<file path="config.mk">
export PLATFORM = sky130hd
export DESIGN_NAME = relm_mul_iter
export DESIGN_NICKNAME = d
export VERILOG_FILES = /design/src/rtl/relm_mul_iter.sv
export SDC_FILE = /design/constraint.sdc
export NUM_CORES = 1
export LEC_CHECK = 0
export CORE_MARGIN = 5
export CORE_UTILIZATION = 60
export CTS_BUF_LIST = sky130_fd_sc_hd__clkbuf_8
export DETAILED_ROUTE_END_ITERATION = 10
export PLACE_DENSITY = 0.83
export SYNTH_ARGS = -nofsm -noshare
export SYNTH_HDL_FRONTEND = slang
export SYNTH_SLANG_ARGS = --single-unit
export TNS_END_PERCENT = 100
</file>
<file path="constraint.sdc">
create_clock -name clk -period 8.5 [get_ports clk]
set_input_delay 1.7 -clock clk [delete_from_list [all_inputs] [get_ports clk]]
set_output_delay 1.7 -clock clk [all_outputs]
set_load 0.1 [all_outputs]
</file>
<file path="src/rtl/relm_mul_iter.sv">
// ---------------------------------------------------------------------------
// relm_mul_iter
//   Iterative shared multiplier behind the ReLM custom-instruction multiplier
//   port. Operands are converted to magnitudes at issue, WS multiplier bits are
//   consumed per RUN cycle, and the sign is applied once in FIX. Signed,
//   unsigned and mixed-sign operands are supported.
//
// Ports
//   clk         system clock, all state on the rising edge
//   rst         synchronous active-high reset
//   start_in    request strobe, sampled only in IDLE
//   sign_a_in   treat mul_a_in as two's complement
//   sign_x_in   treat mul_x_in as two's complement
//   mul_a_in    multiplicand (WD bits)
//   mul_x_in    multiplier (WD bits)
//   mul_ax_out  registered 2*WD-bit product, held until the next done_out
//   busy_out    high while an operation is in flight (state != IDLE)
//   done_out    one-cycle pulse when mul_ax_out is updated
// ---------------------------------------------------------------------------
module relm_mul_iter #(
    parameter int WD = 32,
    parameter int WS = 8
) (
    input  logic              clk,
    input  logic              rst,
    input  logic              start_in,
    input  logic              sign_a_in,
    input  logic              sign_x_in,
    input  logic [WD-1:0]     mul_a_in,
    input  logic [WD-1:0]     mul_x_in,
    output logic [2*WD-1:0]   mul_ax_out,
    output logic              busy_out,
    output logic              done_out
);

    localparam int N  = WD / WS;
    // Keep the counter at least one bit wide so WS == WD still elaborates.
    localparam int CW = (N > 1) ? $clog2(N) : 1;

    typedef enum logic [1:0] {
        S_IDLE = 2'd0,
        S_RUN  = 2'd1,
        S_FIX  = 2'd2
    } state_t;

    state_t              r_state;
    state_t              w_state_next;

    logic [WD-1:0]       r_amag;
    logic                r_neg;
    logic [2*WD-1:0]     r_p;
    logic [CW-1:0]       r_cnt;
    logic [2*WD-1:0]     r_mul_ax;
    logic                r_done;

    // Operand magnitudes at issue; the most negative value maps to 2^(WD-1),
    // which still fits in WD unsigned bits.
    logic                w_a_neg;
    logic                w_x_neg;
    logic [WD-1:0]       w_amag;
    logic [WD-1:0]       w_xmag;

    assign w_a_neg = sign_a_in & mul_a_in[WD-1];
    assign w_x_neg = sign_x_in & mul_x_in[WD-1];
    assign w_amag  = w_a_neg ? (WD'(0) - mul_a_in) : mul_a_in;
    assign w_xmag  = w_x_neg ? (WD'(0) - mul_x_in) : mul_x_in;

    // One radix-2^WS step: the low WS bits of P hold the next multiplier digit,
    // the partial product is added into the upper half, then P shifts right.
    // The sum needs WS extra bits before the shift; after it, 2*WD suffices.
    logic [WD+WS-1:0]    w_part;
    logic [2*WD+WS-1:0]  w_sum;
    logic [2*WD-1:0]     w_p_next;

    assign w_part   = {{WS{1'b0}}, r_amag} * {{WD{1'b0}}, r_p[WS-1:0]};
    assign w_sum    = {{WS{1'b0}}, r_p} + {w_part, {WD{1'b0}}};
    assign w_p_next = w_sum[2*WD+WS-1:WS];

    // State register.
    // NOTE: clocked state uses non-blocking assignments so every flop samples
    // the pre-edge values of the others, independent of statement order.
    always_ff @(posedge clk) begin
        if (rst) begin
            r_state <= S_IDLE;
        end else begin
            r_state <= w_state_next;
        end
    end

    // Next-state logic.
    // NOTE: the default assignment ahead of the case keeps every path driven,
    // so no latch is inferred for w_state_next.
    always_comb begin
        w_state_next = r_state;
        case (r_state)
            S_IDLE:  if (start_in) w_state_next = S_RUN;
            S_RUN:   if (r_cnt == '0) w_state_next = S_FIX;
            S_FIX:   w_state_next = S_IDLE;
            default: w_state_next = S_IDLE;
        endcase
    end

    // Datapath and output registers.
    always_ff @(posedge clk) begin
        if (rst) begin
            r_amag   <= '0;
            r_neg    <= 1'b0;
            r_p      <= '0;
            r_cnt    <= '0;
            r_mul_ax <= '0;
            r_done   <= 1'b0;
        end else begin
            r_done <= 1'b0;
            case (r_state)
                S_IDLE: begin
                    if (start_in) begin
                        r_amag <= w_amag;
                        r_neg  <= w_a_neg ^ w_x_neg;
                        r_p    <= {{WD{1'b0}}, w_xmag};
                        r_cnt  <= CW'(N - 1);
                    end
                end
                S_RUN: begin
                    r_p <= w_p_next;
                    if (r_cnt != '0) begin
                        r_cnt <= r_cnt - 1'b1;
                    end
                end
                S_FIX: begin
                    // A zero magnitude negates to zero, so no -0 artefact.
                    r_mul_ax <= r_neg ? ((2*WD)'(0) - r_p) : r_p;
                    r_done   <= 1'b1;
                end
                default: ;
            endcase
        end
    end

    assign mul_ax_out = r_mul_ax;
    assign busy_out   = (r_state != S_IDLE);
    assign done_out   = r_done;

endmodule

</file>
==> results of run 1 <==
## tightest hold or removal path, stage by stage, from the launching register on
cell and delay (ns):
dfxtp_1 0.33, nand2_1 0.05, a21oi_1 0.05
## per-stage QoR
step | cell area [um^2] | worst slack, ns | power [W] | util, %
detailed placement | 19600 | 0.359 | 0.00207 | 66.1
global placement | 19600 | 0.663 | 0.00204 | 66.1
global route | 20100 | 0.0640 | 0.00291 | 67.7
CTS | 20100 | 0.316 | 0.00274 | 67.7
finish | 20100 | 0.397 | 0.00275 | 67.7
floorplan | 18100 | 0.883 | 0.00176 | -
## flip-flops by register name, summed over array words and instances, names as in the netlist
register	flops
mul_ax_out	64
r_p	64
r_amag	32
r_cnt	2
r_state	2
done_out	1
r_neg	1
## placed cells by master, fill, tap and decap left out, types with 6 or more instances in the layout
master	count
nand2_1	205
nand2b_1	8
dfxtp_1	161
clkbuf_8	17
a22oi_1	34
clkdlybuf4s50_1	133
nor4_1	6
or4_1	13
xnor2_1	74
xor2_1	112
nand4_1	12
a311oi_1	7
o31ai_1	32
or2_2	9
a21o_1	29
o21a_1	17
and2_1	197
inv_1	226
or3_1	26
nand3_1	31
nor2_1	167
nor3_1	30
fa_1	181
ha_1	99
o41ai_1	10
a22o_1	15
buf_4	21
a211oi_1	97
o21ai_0	69
a31oi_1	9
o21bai_1	10
a21oi_1	137
## layer usage
layer  GRT usage (%)  vias up
met3            4.41       69
met5               0        -
met4            6.06        0
met2            45.7      649
li1                -     7537
met1            38.4     7538
## what timing repair did
item	in CTS	in global routing
gates resized for setup	0	5
setup buffers	0	0
endpoints found under the setup margin	0	3
## cells by family after synthesis
kind of cell,share of synthesized area (%)
XOR/XNOR,9.00
AO/OA/AOI/OAI,18.3
AND/OR/NAND/NOR,20.1
buffers and inverters,7.22
multiplexers,0.111
adder cells (fa/ha/maj),26.9
flip-flops,18.4
## final cells by class
type | instances | area (um^2) | share of cell area, %
Multi-Input combinational cell | 1700 | 13500 | 67.1
Sequential cell | 166 | 3330 | 16.6
Clock buffer | 17 | 234 | 1.16
Tap cell | 390 | 488 | 2.43
Clock inverter | 15 | 235 | 1.17
Timing Repair Buffer | 154 | 1490 | 7.40
Inverter | 225 | 845 | 4.20
## power by group through the flow
stage / registers, W / clock network [W] / logic, W
after floorplan: 0.00100 / 0 / 0.000762
after global placement: 0.000954 / 0 / 0.00109
after detailed placement: 0.000959 / 0 / 0.00112
after CTS: 0.000941 / 0.000683 / 0.00112
after global routing: 0.000955 / 0.000715 / 0.00124
final: 0.000947 / 0.000675 / 0.00112
## worst min path at each step
stage | cells after the start | start | to | slack [ns]
floorplan | 1 | r_cnt[0] | r_cnt[0] | 0.44
global placement | 2 | mul_ax_out[36] | mul_ax_out[36] | 0.44
detailed placement | 2 | mul_ax_out[36] | mul_ax_out[36] | 0.45
CTS | 2 | mul_ax_out[36] | mul_ax_out[36] | 0.46
global route | 2 | mul_ax_out[36] | mul_ax_out[36] | 0.49
finish | 2 | mul_ax_out[36] | mul_ax_out[36] | 0.46
==> metrics, run 1 <==
Top Family by Delay on Critical Path adder cells; Ant. Diodes 0; Synth area leader fa_1; Peak VDD IR 0.0938 mV; die area 33700 um^2; largest stage delay on the critical path 0.69 ns; layout cell share with drive strength beyond 1 3.69%; Async SR Flop Fraction 0%; drt first pass iters 5; Initial DRC Count 1600; die width 184 um; core area just under 30000 um^2; CTS Sinks 166; maximum clock frequency 0.123 GHz; worst hold margin about 0.46 ns; RSZ-0062 raised after global routing no; PD cells around 140 nW/um^2; Met1 Routed Length 20600 um; Required @ worst endpoint 8.88 ns; Slew headroom 16.3%; CP Depth 26; top-area cell type share of the netlist area 20.0%; RR Endpoint r_p[63]; Slew @ Worst Pin 1.25 ns; Finished Layout Cells 2667; CTS max path bufs 2; critical path type reg -> reg; wire length on met2 21700 um; Routed wire per std cell approximately 18 um; Final #Nets 2613; R2R setup slack 0.40 ns; first-pass GRT wire length 77100 um; crit end category register; Clock power frac 24.6%; initial antenna violation count 0; synthesized net count 2563; largest net degree at the start of global routing 124; gr usage total 27.6%; GPL Wtd Cong 0.970; grt ovf 0; cell mode on critical path fa_1; CP startpoint kind register; logic gate share of total power 40.9%; CTS clk-pin slew, worst paths 0.11 ns; H-tree levels 4; P_int about 0.0016 W; minimum clock period 8.10 ns; RR Startpoint r_p[2]; Tcrit/Tclk final 95.3%; Critical Path Start r_p[2]; Distinct cells, synth 59; Setup crit end r_p[63]; num ports around 140; Hold Path Class reg -> reg; sequential share of power 34.5%; yosys warns 0; Reg2Reg Depth 26; cts bufs inserted 17; Root Buffer clkbuf_8; met3 wire len 3560 um; Routed Antenna Nets 0; Setup Skew 0.0297 ns; CTS Hold Bufs 0; Buffers on Ports roughly 130; Synth top cells by count inv_1, nand2_1, and2_1, fa_1, nor2_1; Die H 184 um; dpl cells 2635; critical path arrival 8.48 ns; setup violators final 0; Seq/Total Area, Yosys 18.4%; Buf/Inv on CP 3; Clk Latency, worst-skew pair 0.48 ns; max-cap violations 0; synthesized area ~18000 um^2; status finished, final reports clean; standard-cell rows 63; sw power between 0.001 and 0.0015 W; crit path max fanout 17; via count 15800; top cells by area, synth fa_1, dfxtp_1, and2_1; Avg Cell Area, Syn 8.18 um^2; Post-synth EDFFs 0; top_reg_cell synth dfxtp_1; initial core utilization about 61%; number of global-route vias before repair 15500; instance count of the mapped netlist between 2000 and 2500; CTS tree done; Max Slew Vio Count 0; Setup TNS 0 ns; #FFs+latches synth roughly 170; top-count cell post-synth inv_1; Highest Signal Layer met4; LEAKAGE 8.77 nW; Area Growth Syn to Fin 11.1%; Vias per Instance around 5.9; Slowest cell on crit path dfxtp_1; switching share of power 43.1%; fill cell count 2376; drt total wl 46700 um; Final HPWL DP 36800 um; Final Hold Vio Count 0; DRC 0
Power figures use the tool's default switching activity.
==> run 2, diff against run 1 <==
--- a/config.mk
+++ b/config.mk
@@ -9,7 +9,8 @@
 export CORE_UTILIZATION = 60
 export CTS_BUF_LIST = sky130_fd_sc_hd__clkbuf_8
 export DETAILED_ROUTE_END_ITERATION = 10
-export PLACE_DENSITY = 0.83
+export DONT_BUFFER_PORTS = 1
+export PLACE_DENSITY = 0.78
 export SYNTH_ARGS = -nofsm -noshare
 export SYNTH_HDL_FRONTEND = slang
 export SYNTH_SLANG_ARGS = --single-unit
==> run 2 against run 1 <==
Compared with the run above:
- clock power decreased by 3%
- power decreased by 3.5%
- fmax increased by 2.7%
- hold slack improved by 0.033 ns
- count of clock-buffer cells in the layout unchanged
- utilization decreased by 4.6 points
- via count decreased by 4.2%
- register-to-register slack improved by 0.21 ns
- routed wire length decreased by 1.9%
- worst setup slack improved by 0.21 ns
- final cell count decreased by 5.1%
==> metrics, run 2 (synthesized netlist as in run 1, its figures left out) <==
LEAKAGE 8.26 nW; CP startpoint kind register; standard-cell rows 63; die area 33700 um^2; Hold Path Class reg -> reg; Initial DRC Count 1312; Slew headroom 20.5%; CTS tree done; Max Slew Vio Count 0; Final #Nets 2477; crit path max fanout 19; logic gate share of total power 35.4%; Vias per Instance 5.98; Slew @ Worst Pin 1.19 ns; Final Hold Vio Count 0; Clock power frac 24.8%; initial core utilization 60.9%; switching share of power 45.4%; post-route setup slack a little over 0.6 ns; commonest non-fill, non-tap cell in the layout inv_1; post-layout util 63.1%; CTS clk-pin slew, worst paths 0.14 ns; Placed Area 18300 um^2; drt total wl 45900 um; Setup TNS 0 ns; Area Growth Syn to Fin 3.62%; Final Cell Area 18800 um^2; Peak VDD IR about 0.16 mV; crit end category register; critical path type reg -> reg; DRC 0; Final HPWL DP about 36000 um; sw power 0.00120 W; GPL Wtd Cong 0.936; drt first pass iters 7; largest net degree at the start of global routing 152; Slowest cell on crit path fa_1; Routed wire per std cell 18.1 um; RSZ-0062 raised after global routing no; Die H 184 um; minimum clock period 7.89 ns; Tcrit/Tclk final between 90% and 100%; Required @ worst endpoint 8.90 ns; Place WS 0.436 ns; grt ovf 0; H-tree levels 4; status finished, final reports clean; most frequent cells in the layout inv_1, nand2_1, and2_1, fa_1, nor2_1; maximum clock frequency 0.127 GHz; Buffers on Ports 0; worst hold margin around 0.49 ns; die width 184 um; CTS Sinks around 170; Setup Skew 0.0293 ns; Ant. Diodes 0; max-cap violations 0; layout cell share with drive strength beyond 1 around 3.9%; gr usage total between 20% and 30%; initial antenna violation count 0; number of global-route vias before repair 14900; P_int 0.00145 W; via count 15100; critical path arrival 8.29 ns; CTS max path bufs 2; first-pass GRT wire length 75800 um; num ports 135; PD cells 141 nW/um^2; Root Buffer clkbuf_8; sequential share of power 39.8%; largest stage delay on the critical path between 0.5 and 0.6 ns; Routed Antenna Nets 0; core area 29700 um^2; setup violators final 0; CTS Hold Bufs 0; cts bufs inserted 17; Clk Latency, worst-skew pair 0.50 ns
-- run 2: changes by cell type in the layout (fill, tap and decap cells not counted), sizes merged --
| cell | change |
|---|---|
| clkdlybuf4s50 | -133 |
| buf | -3 |
| bufinv | -3 |
| inv | +2 |
| clkinv | +1 |
-- run 2: path summary, 6_finish.rpt --
kind                 start       end  slack [ns]  depth (start not counted)
hold / removal    r_cnt[0]  r_cnt[0]        0.49                          1
hold reg to reg   r_cnt[0]  r_cnt[0]        0.49                          1
setup / recovery    r_p[7]   r_p[63]        0.61                         28
setup reg to reg    r_p[7]   r_p[63]        0.61                         28
-- run 2: repair_timing --
| item | in CTS | in global routing |
|---|---|---|
| setup endpoints to repair | 0 | 1 |
| setup buffers | 0 | 0 |
| resized for setup | 0 | 6 |
-- run 2: layout make-up --
class                   instances  area (um^2)
clock buffers                  17          234
well taps                     390          488
inverters                     225          845
repair buffers                 18          135
multi-input cells            1700        13500
flip-flops and latches        166         3330
clock inverters                15          226
fillers                      2501        11000
-- run 2: per-layer routing --
layer | track usage (%) | vias to the layer above | part of all wire (%)
met3 | 5.28 | 56 | 7.6
met2 | 43.7 | 567 | 46
met5 | 0 | - | 0
met1 | 38.6 | 7236 | 45
met4 | 6.09 | 0 | 1.7
li1 | - | 7272 | -
-- run 2: power by group through the flow --
stage	Combinational [W]	Clock (W)	Sequential [W]
6_report	0.000939	0.000656	0.00106
5_1_grt	0.00105	0.000694	0.00106
4_1_cts	0.000935	0.000665	0.00105
3_5_place_dp	0.000928	0	0.00107
3_3_place_gp	0.000911	0	0.00106
2_1_floorplan	0.000762	0	0.00100
-- run 2: critical path, delay by kind of cell (launching register included) --
kind | cells | cell delay [ns]
AND/OR/NAND/NOR | 9 | 2.23
flip-flops | 1 | 0.46
adder cells (fa/ha/maj) | 6 | 2.89
AO/OA/AOI/OAI | 6 | 1.44
buffers and inverters | 5 | 0.46
XOR/XNOR | 2 | 0.32
-- run 2: stage by stage --
stage | total power, W | instances
floorplan | 0.00176 | 2214
global placement | 0.00198 | 2499
detailed placement | 0.00200 | 2499
CTS | 0.00265 | 2531
global route | 0.00281 | 2531
finish | 0.00265 | 2531
